**src/rtl/fetch_pkg.sv**
```systemverilog
// Shared definitions for the instruction fetch queue.
// Holds default widths, FSM state encoding, the queue entry layout and the NOP opcode.
package fetch_pkg;

  localparam int unsigned A_SIZE_DEF = 10;
  localparam int unsigned I_SIZE_DEF = 16;

  // Legacy-compatible state encoding
  localparam logic [1:0] IDLE  = 2'd0;
  localparam logic [1:0] RUN   = 2'd1;
  localparam logic [1:0] REDIR = 2'd2;

  localparam logic [I_SIZE_DEF-1:0] NOP = 16'h0000;

  // Queue entry at default widths; the queue itself stores {instr, pc} flat
  // so non-default parameterisations keep working.
  typedef struct packed {
    logic [A_SIZE_DEF-1:0] pc;
    logic [I_SIZE_DEF-1:0] instr;
  } fetch_entry_t;

endpackage

```
**src/rtl/fetch_fifo.sv**
```systemverilog
// DEPTH-entry circular buffer for fetched {instr, pc} words.
// Ports: clk, rst (async active-low), push_i/pop_i/flush_i controls,
//        wdata_i tail write data, count_o occupancy, head_o head entry.
// Flush clears pointers and count; stale storage is never visible because
// the consumer qualifies head_o with count_o != 0.
module fetch_fifo #(
  parameter int unsigned DEPTH = 4,
  parameter int unsigned W     = 26
) (
  input  logic                       clk,
  input  logic                       rst,
  input  logic                       push_i,
  input  logic                       pop_i,
  input  logic                       flush_i,
  input  logic [W-1:0]               wdata_i,
  output logic [$clog2(DEPTH):0]     count_o,
  output logic [W-1:0]               head_o
);

  localparam int unsigned PW = $clog2(DEPTH);
  localparam int unsigned CW = PW + 1;

  logic [W-1:0]  mem_q [DEPTH];
  logic [PW-1:0] wr_q;
  logic [PW-1:0] rd_q;
  logic [CW-1:0] cnt_q;

  // Pointers and occupancy; power-of-two depth lets pointers wrap naturally
  always_ff @(posedge clk or negedge rst) begin
    if (!rst) begin
      wr_q  <= '0;
      rd_q  <= '0;
      cnt_q <= '0;
      for (int i = 0; i < int'(DEPTH); i++) mem_q[i] <= '0;
    end else if (flush_i) begin
      wr_q  <= '0;
      rd_q  <= '0;
      cnt_q <= '0;
    end else begin
      if (push_i) begin
        mem_q[wr_q] <= wdata_i;
        wr_q        <= wr_q + PW'(1);
      end
      if (pop_i) rd_q <= rd_q + PW'(1);
      case ({push_i, pop_i})
        2'b10:   cnt_q <= cnt_q + CW'(1);
        2'b01:   cnt_q <= cnt_q - CW'(1);
        default: cnt_q <= cnt_q;
      endcase
    end
  end

  assign count_o = cnt_q;
  assign head_o  = mem_q[rd_q];

endmodule

```
**src/rtl/fetch_queue.sv**
```systemverilog
// PC generator plus DEPTH-entry instruction prefetch queue between a
// synchronous program memory and decode.
// Ports: clk, rst (async active-low); mem_req/mem_addr/mem_rdata program
//        memory read port; jmp_sel/jmpr_sel/jmp/jmp_offset/br_pc redirect;
//        freeze global hold; instr_valid/instr_ready/instr_out/instr_pc decode.
// Optional: define FETCH_BYPASS_EN to forward a response straight to decode
// when the queue is empty (redirect-to-valid latency 2 instead of 3).
module fetch_queue
  import fetch_pkg::*;
#(
  parameter int unsigned A_SIZE = A_SIZE_DEF,
  parameter int unsigned I_SIZE = I_SIZE_DEF,
  parameter int unsigned DEPTH  = 4
) (
  input  logic              clk,
  input  logic              rst,
  output logic              mem_req,
  output logic [A_SIZE-1:0] mem_addr,
  input  logic [I_SIZE-1:0] mem_rdata,
  input  logic              jmp_sel,
  input  logic              jmpr_sel,
  input  logic [A_SIZE-1:0] jmp,
  input  logic [A_SIZE-1:0] jmp_offset,
  input  logic [A_SIZE-1:0] br_pc,
  input  logic              freeze,
  output logic              instr_valid,
  input  logic              instr_ready,
  output logic [I_SIZE-1:0] instr_out,
  output logic [A_SIZE-1:0] instr_pc
);

  localparam int unsigned CW = $clog2(DEPTH) + 1;
  localparam int unsigned EW = A_SIZE + I_SIZE;

  logic [1:0]        state_q, state_d;
  logic [A_SIZE-1:0] pc_q, pc_d;
  logic [A_SIZE-1:0] pend_pc_q, pend_pc_d;
  logic              inflight_q;

  logic              redirect;
  logic [A_SIZE-1:0] target;
  logic              credit_ok;
  logic              resp_valid;
  logic              bypass;
  logic              pop;
  logic              fifo_push;
  logic              fifo_pop;
  logic [CW-1:0]     fifo_count;
  logic [EW-1:0]     fifo_head;

  // Redirect decode; relative jump wins over absolute
  assign redirect = jmpr_sel | jmp_sel;
  assign target   = jmpr_sel ? (br_pc + jmp_offset) : jmp;

  // Credit counts in-flight reads so every response has a free slot
  assign credit_ok  = (fifo_count + CW'(inflight_q)) < CW'(DEPTH);
  assign mem_req    = (state_q != IDLE) & ~redirect & ~freeze & credit_ok;
  assign mem_addr   = pc_q;
  assign resp_valid = inflight_q & ~redirect;

`ifdef FETCH_BYPASS_EN
  assign bypass = (fifo_count == '0) & resp_valid;
`else
  assign bypass = 1'b0;
`endif

  assign instr_valid = (fifo_count != '0) | bypass;
  assign instr_out   = bypass ? mem_rdata : fifo_head[EW-1:A_SIZE];
  assign instr_pc    = bypass ? pend_pc_q : fifo_head[A_SIZE-1:0];

  assign pop       = instr_valid & instr_ready & ~freeze & ~redirect;
  assign fifo_pop  = pop & ~bypass;
  // A bypassed word that decode takes never enters the queue
  assign fifo_push = resp_valid & ~(bypass & pop);

  // Next-state, PC and pending-PC logic
  always_comb begin
    state_d   = state_q;
    pc_d      = pc_q;
    pend_pc_d = pend_pc_q;
    if (redirect) begin
      state_d = REDIR;
      pc_d    = target;
    end else begin
      case (state_q)
        IDLE:    state_d = RUN;
        RUN:     state_d = RUN;
        REDIR:   state_d = RUN;
        default: state_d = IDLE;
      endcase
      if (mem_req) begin
        pc_d      = pc_q + A_SIZE'(1);
        pend_pc_d = pc_q;
      end
    end
  end

  // State registers
  always_ff @(posedge clk or negedge rst) begin
    if (!rst) begin
      state_q    <= IDLE;
      pc_q       <= '0;
      pend_pc_q  <= '0;
      inflight_q <= 1'b0;
    end else begin
      state_q    <= state_d;
      pc_q       <= pc_d;
      pend_pc_q  <= pend_pc_d;
      inflight_q <= mem_req;
    end
  end

  fetch_fifo #(
    .DEPTH (DEPTH),
    .W     (EW)
  ) u_fifo (
    .clk     (clk),
    .rst     (rst),
    .push_i  (fifo_push),
    .pop_i   (fifo_pop),
    .flush_i (redirect),
    .wdata_i ({mem_rdata, pend_pc_q}),
    .count_o (fifo_count),
    .head_o  (fifo_head)
  );

endmodule

```
**config.mk**
```make
export PLATFORM = sky130hd
export DESIGN_NAME = fetch_queue
export DESIGN_NICKNAME = d
export VERILOG_FILES = /design/src/rtl/fetch_pkg.sv /design/src/rtl/fetch_fifo.sv /design/src/rtl/fetch_queue.sv
export SDC_FILE = /design/constraint.sdc
export NUM_CORES = 1
export LEC_CHECK = 0
export CAP_MARGIN = 20
export CORE_MARGIN = 3
export CORE_UTILIZATION = 40
export DETAILED_ROUTE_END_ITERATION = 7
export PLACE_DENSITY_LB_ADDON = 0.25
export SETUP_SLACK_MARGIN = 0.15
export SYNTH_ARGS = -nofsm -noshare
export SYNTH_HDL_FRONTEND = slang
export SYNTH_SLANG_ARGS = --single-unit
```
**constraint.sdc**
```tcl
create_clock -name clk -period 2 [get_ports clk]
set_input_delay 0.4 -clock clk [delete_from_list [all_inputs] [get_ports clk]]
set_output_delay 0.4 -clock clk [all_outputs]
set_load 0.02 [all_outputs]
```
==> metrics, run 1 <==
Worst-path clk slew=0.06 ns; CP max FO=7; number of flops mapped to enable cells by yosys=0; RSZ-0062 raised after global routing=true; Final setup viols=26; Skew-Pair Late Insertion Delay=0.41 ns; top_reg_cell synth=dfrtp_1; Net Count, Synth=529; Distinct cells, synth=53; maxcap violations=0; Avg WL per Cell=17.6 µm; Num CTS Buffers=17; vias in the first global route=4649; Final period util=108%; DR vias=4307; Peak VDD IR=0.588 mV; drt first pass iters=4; Placed Instances=789; Post-Syn Instances=461; failing checks=setup timing; initial DRC count=184; site row count=46; Placeable Area=16000 µm²; share of layout cells above drive strength 1=47.7%; Worst-Margin Slew=0.543 ns; fin util=56.2%; Power Density=891 nW/µm²; die height=134 µm; final setup skew=0.00457 ns; root buffer cell=clkbuf_16; fmax=0.464 GHz; Rel. slew slack=63.8%; fin cells=832; # diodes=0; most used cell, CP=buf_12; Die Width=134 µm; outcome=finished, violations left; GP Congestion=0.850; top cells by area, synth=dfrtp_1, mux2_2, mux4_2; Seq cells post-synth=134; starting density of the core=41.2%; Post-Route WL=14600 µm; Crit Path Category=flip-flop to primary output; hold slack=0.451 ns; fillers=1294; Pleak=4.11 nW; min-delay worst type=flip-flop to flip-flop; Die Area=18000 µm²; crit path DAT=1.76 ns; Sink Count=134; first-pass GRT wire length=24200 µm; Synth async-reset ratio=100%; DRC Markers=0; commonest non-fill, non-tap cell in the layout=dfrtp_1; CTS tree=done; crit end category=primary output; port bufs=89; largest net degree at the start of global routing=41; Post-Syn Area=6590 µm²; Cell Chain, Critical Path=buf_12 > buf_12 > mux4_2 > buf_6; H-tree depth=4; min cycle time layout=2.16 ns; Seq/Total Area, Yosys=50.9%; Final Net Count=671; post-route ant nets=0; post-route setup slack=-0.157 ns; Worst path max stage delay=0.54 ns; HPWL Detailed=9870 µm; max-slew violations=0; most frequent cells in the layout=dfrtp_1, mux2_2, clkdlybuf4s50_1; Hold Fails Final Rpt=0; syn avg cell area=14.3 µm²; Slowest-stage cell, CP=mux4_2; post-route setup TNS=-3.09 ns; placed cell areas=8140 µm²; Synth-to-Final Area Change=36.4%; Remaining Overflow, GRT=0; maximum clock path buffer count=2; synth warn=0; Via density=5.18; Yosys top cell area share=50.9%; initial antenna violation count=0; fin area=8980 µm²; Total GRT Usage=17.0%; # IOs=90; startpoint types=flip-flop; CP Data Required Time=1.60 ns; area leader, netlist=dfrtp_1
cells in the mapped netlist, types with 3 or more instances:
cell type	instances
buf_2	10
a31oi_1	5
dfrtp_1	134
nor2b_1	5
mux2i_1	5
o22a_1	3
inv_1	11
nand4_1	4
mux2_4	9
a21oi_1	4
mux2_2	106
a211oi_1	4
mux4_2	26
xnor2_1	8
ha_1	14
nor2_1	15
nand2b_1	3
nor3_1	7
xor2_1	6
a21o_1	4
o21ai_0	10
and3_1	6
nand2_1	9
clkbuf_1	4
buf_4	8
per-layer routing:
metal | wire, µm | GRT usage [%] | share of wire (%)
met2 | 7080 | 27.2 | 48
met3 | 767 | 4.91 | 5.2
met5 | 0 | 0 | 0
met4 | 163 | 5.32 | 1.1
met1 | 6610 | 22.6 | 45
critical path: cells and delay by family (launching register included):
kind	cells	cell delay [ns]
buf+inv	3	0.42
flops	1	0.38
mux	1	0.54
final timing paths:
path | from | endpoint | slack, ns | depth (start not counted)
min reg2reg | state_q[1]$_DFF_PN0_ | state_q[0]$_DFF_PN0_ | 0.45 | 1
min in group asynchronous | rst | u_fifo.mem_q[88]$_DFFE_PN0P_ | 0.52 | 2
max reg2reg | u_fifo.count_o[0]$_DFFE_PN0P_ | u_fifo.count_o[2]$_DFFE_PN0P_ | 0.07 | 10
max | u_fifo.rd_q[0]$_DFFE_PN0P_ | instr_pc[0] | -0.16 | 4
max in group asynchronous | rst | u_fifo.mem_q[22]$_DFFE_PN0P_ | 0.88 | 3
min | state_q[1]$_DFF_PN0_ | state_q[0]$_DFF_PN0_ | 0.45 | 1
kinds of logic (layout without fill, tap and decap cells):
group                      count (synthesis)  after routing  share of synthesized area, %
muxes                                    146            146                          29.8
DFF                                      134            134                          50.9
and+or+nand+nor                           63             63                          5.32
AOI/OAI and AO/OA                         51             51                          5.49
buffers and inverters                     35            190                          2.87
adders and majority gates                 16             16                          3.27
xor gates and xnor gates                  16             16                          2.35
where the power goes:
group          total (W)  leakage, nW  internal [W]  switching [W]
sequential       0.00322         1.79       0.00299       0.000235
combinational    0.00171         2.05      0.000962       0.000750
clock            0.00307        0.279       0.00188        0.00119
stage by stage:
step,setup WS [ns],total power [W]
2_1_floorplan,0.141,0.00411
3_3_place_gp,-0.412,0.00487
6_report,-0.157,0.00800
4_1_cts,-0.180,0.00800
3_5_place_dp,-0.427,0.00492
5_1_grt,-0.220,0.00838
sequential cells by signal (all words and copies together) (netlist names):
name,flops
mem_addr,10
u_fifo.rd_q,2
u_fifo.count_o,3
inflight_q,1
u_fifo.mem_q,104
pend_pc_q,10
u_fifo.wr_q,2
state_q,2
what timing repair did:
action | 4_1_cts | 5_1_grt
hold buffers | 1 | 0
setup endpoints to repair | 44 | 38
gates cloned | 1 | 1
buffers inserted | 8 | 0
resized for setup | 172 | 35
endpoints found under the hold margin | 32 | 0
pin swaps | 8 | 6
cell type report:
type                       count  area (µm²)  area share [%]
clock buffer                  18         439            4.89
clock inverter                14         153            1.70
inverter                      11        41.3           0.460
multi-input combinational    292        3170            35.3
sequential                   134        3360            37.4
tap                          216         270            3.01
timing repair buffer         147        1550            17.3
Note: power is estimated with default switching activity, not from simulation.
==> run 2: changes to the inputs <==
--- a/config.mk
+++ b/config.mk
@@ -7,10 +7,11 @@
 export LEC_CHECK = 0
 export CAP_MARGIN = 20
 export CORE_MARGIN = 3
-export CORE_UTILIZATION = 40
+export CORE_UTILIZATION = 50
 export DETAILED_ROUTE_END_ITERATION = 7
 export PLACE_DENSITY_LB_ADDON = 0.25
 export SETUP_SLACK_MARGIN = 0.15
+export SLEW_MARGIN = 30
 export SYNTH_ARGS = -nofsm -noshare
 export SYNTH_HDL_FRONTEND = slang
 export SYNTH_SLANG_ARGS = --single-unit
==> metrics, run 2 (synthesized netlist as in run 1, its figures left out) <==
outcome=finished, violations left; failing checks=setup timing; CTS tree=done; post-route setup TNS=-3.45 ns (-0.360 ns); Final period util=109% (+0.88 points); max FFs per register=104 (unchanged); Critical Path End=instr_out[15]; startpoint types=flip-flop; fin cells=789 (-5.2%); Die Width=121 µm (-10%); Die Area=14600 µm² (-19%); fmax=0.460 GHz (-0.81%); initial antenna violation count=0 (unchanged); final setup skew=0.00601 ns (+0.00144 ns); CP max FO=6 (-1); Reg-to-Reg Start=u_fifo.count_o[0]$_DFFE_PN0P_; # IOs=90 (unchanged); CP Data Required Time=1.60 ns (about the same); die height=121 µm (-10%); site row count=41 (-11%); HPWL Detailed=9740 µm (-1.3%); Crit Path Category=flip-flop to primary output; Sink Count=134 (unchanged); commonest non-fill, non-tap cell in the layout=dfrtp_1; Final setup viols=26 (unchanged); DR vias=4407 (+2.3%); most frequent cells in the layout=dfrtp_1, mux2_2, clkdlybuf4s50_1; largest net degree at the start of global routing=39 (-4.9%); drt first pass iters=4 (unchanged); maxcap violations=0 (unchanged); Worst-path clk slew=0.05 ns (about the same); Worst R2R Setup Slack=0.09 ns (+0.02 ns); min-delay worst type=flip-flop to flip-flop; Pleak=4.15 nW (+0.82%); crit end category=primary output; Hold Fails Final Rpt=0 (unchanged); initial DRC count=266 (+45%); Power Density=878 nW/µm² (-1.4%); Rel. slew slack=64.0% (+0.23 points); Remaining Overflow, GRT=0 (unchanged); Skew-Pair Late Insertion Delay=0.41 ns (about the same); Design Power=0.00786 W (-1.8%); first-pass GRT wire length=23800 µm (-1.7%); max-slew violations=0 (unchanged); maximum clock path buffer count=2 (unchanged); H-tree depth=4 (unchanged); crit path from=u_fifo.rd_q[0]$_DFFE_PN0P_; Avg WL per Cell=18.2 µm (+3.7%); DRC Markers=0 (unchanged); # diodes=0 (unchanged); crit path DAT=1.77 ns (about the same); root buffer cell=clkbuf_16; Total GRT Usage=20.9% (+3.9 points); Placeable Area=12800 µm² (-20%); Worst R2R End=u_fifo.count_o[2]$_DFFE_PN0P_; share of layout cells above drive strength 1=46.2% (-1.5 points); starting density of the core=51.6% (+10 points); fillers=832 (-36%); min cycle time layout=2.17 ns (+0.0176 ns); fin area=8950 µm² (-0.33%); post-route setup slack=-0.175 ns (-0.0176 ns); pre-CTS setup slack=-0.435 ns (-0.00725 ns); Via density=5.59 (+7.9%); Final Net Count=676 (+0.75%); placed cell areas=8100 µm² (-0.52%); largest register by flop count=u_fifo.mem_q; Peak VDD IR=0.537 mV (-8.7%); port bufs=89 (unchanged); Num CTS Buffers=17 (unchanged); GP Congestion=0.875 (+2.9%); Worst-Margin Slew=0.540 ns (-0.00340 ns); Synth-to-Final Area Change=35.9%; Post-Route WL=14400 µm (-1.7%); Placed Instances=745 (-5.6%); vias in the first global route=4681 (+0.69%); post-route ant nets=0 (unchanged); RSZ-0062 raised after global routing=true; R2R depth=10 (unchanged)
[run 2: cell types whose count changed in the layout (fill, tap and decap cells not counted), moves of 3 or more]
cell / before / now
buf_6: 29 / 32
clkbuf_1: 0 / 4
clkinv_4: 4 / 0
clkinvlp_4: 4 / 1
[run 2: area by class of cell]
type,count,area (µm²),area share (%)
Tap cell,172,215,2.40
Sequential cell,134,3360,37.5
Clock buffer,24,482,5.38
Multi-Input combinational cell,292,3150,35.2
Inverter,11,41.3,0.461
Timing Repair Buffer,152,1630,18.2
Clock inverter,4,72.6,0.810
[run 2: worst max-delay path: stages (launching register included)]
cell	delay (ns)
dfrtp_2	0.41
buf_12	0.12
buf_12	0.12
mux4_2	0.55
buf_6	0.16
[run 2: power breakdown]
group          internal, W  leakage, nW  total, W  switching (W)
Sequential         0.00299         1.79   0.00324       0.000247
Combinational     0.000962         2.09   0.00170       0.000736
Clock              0.00190        0.268   0.00293        0.00103
[run 2: routing by layer]
metal / vias up / share of wire (%) / GRT usage, %
met3: 15 / 4.5 / 5.66
met2: 114 / 51 / 34.0
li1: 2020 / - / -
met5: - / 0 / 0
met4: 0 / 0.78 / 5.59
met1: 2258 / 43 / 28.1
[run 2: how the worst min path moves through the flow]
stage,from,end,cells past startpoint
2_1_floorplan,rst,inflight_q$_DFF_PN0_,0
3_3_place_gp,rst,u_fifo.mem_q[92]$_DFFE_PN0P_,1
3_5_place_dp,rst,u_fifo.mem_q[66]$_DFFE_PN0P_,1
4_1_cts,state_q[0]$_DFF_PN0_,state_q[0]$_DFF_PN0_,1
5_1_grt,state_q[0]$_DFF_PN0_,state_q[0]$_DFF_PN0_,1
6_report,state_q[1]$_DFF_PN0_,state_q[0]$_DFF_PN0_,1
[run 2: repair_timing]
| item | 4_1_cts | 5_1_grt |
|---|---|---|
| gates cloned | 2 | 0 |
| setup endpoints to repair | 44 | 37 |
| endpoints found under the hold margin | 33 | 0 |
| buffers inserted | 9 | 4 |
| hold buffers | 1 | 0 |
| pin swaps | 9 | 15 |
| gates resized for setup | 174 | 35 |
[run 2: stage by stage]
| step | hold slack (ns) | util, % |
|---|---|---|
| 3_3_place_gp | 0.407 | 63.4 |
| 2_1_floorplan | 0.104 | - |
| 5_1_grt | 0.493 | 70.1 |
| 3_5_place_dp | 0.415 | 63.4 |
| 4_1_cts | 0.448 | 68.9 |
| 6_report | 0.478 | 70.1 |
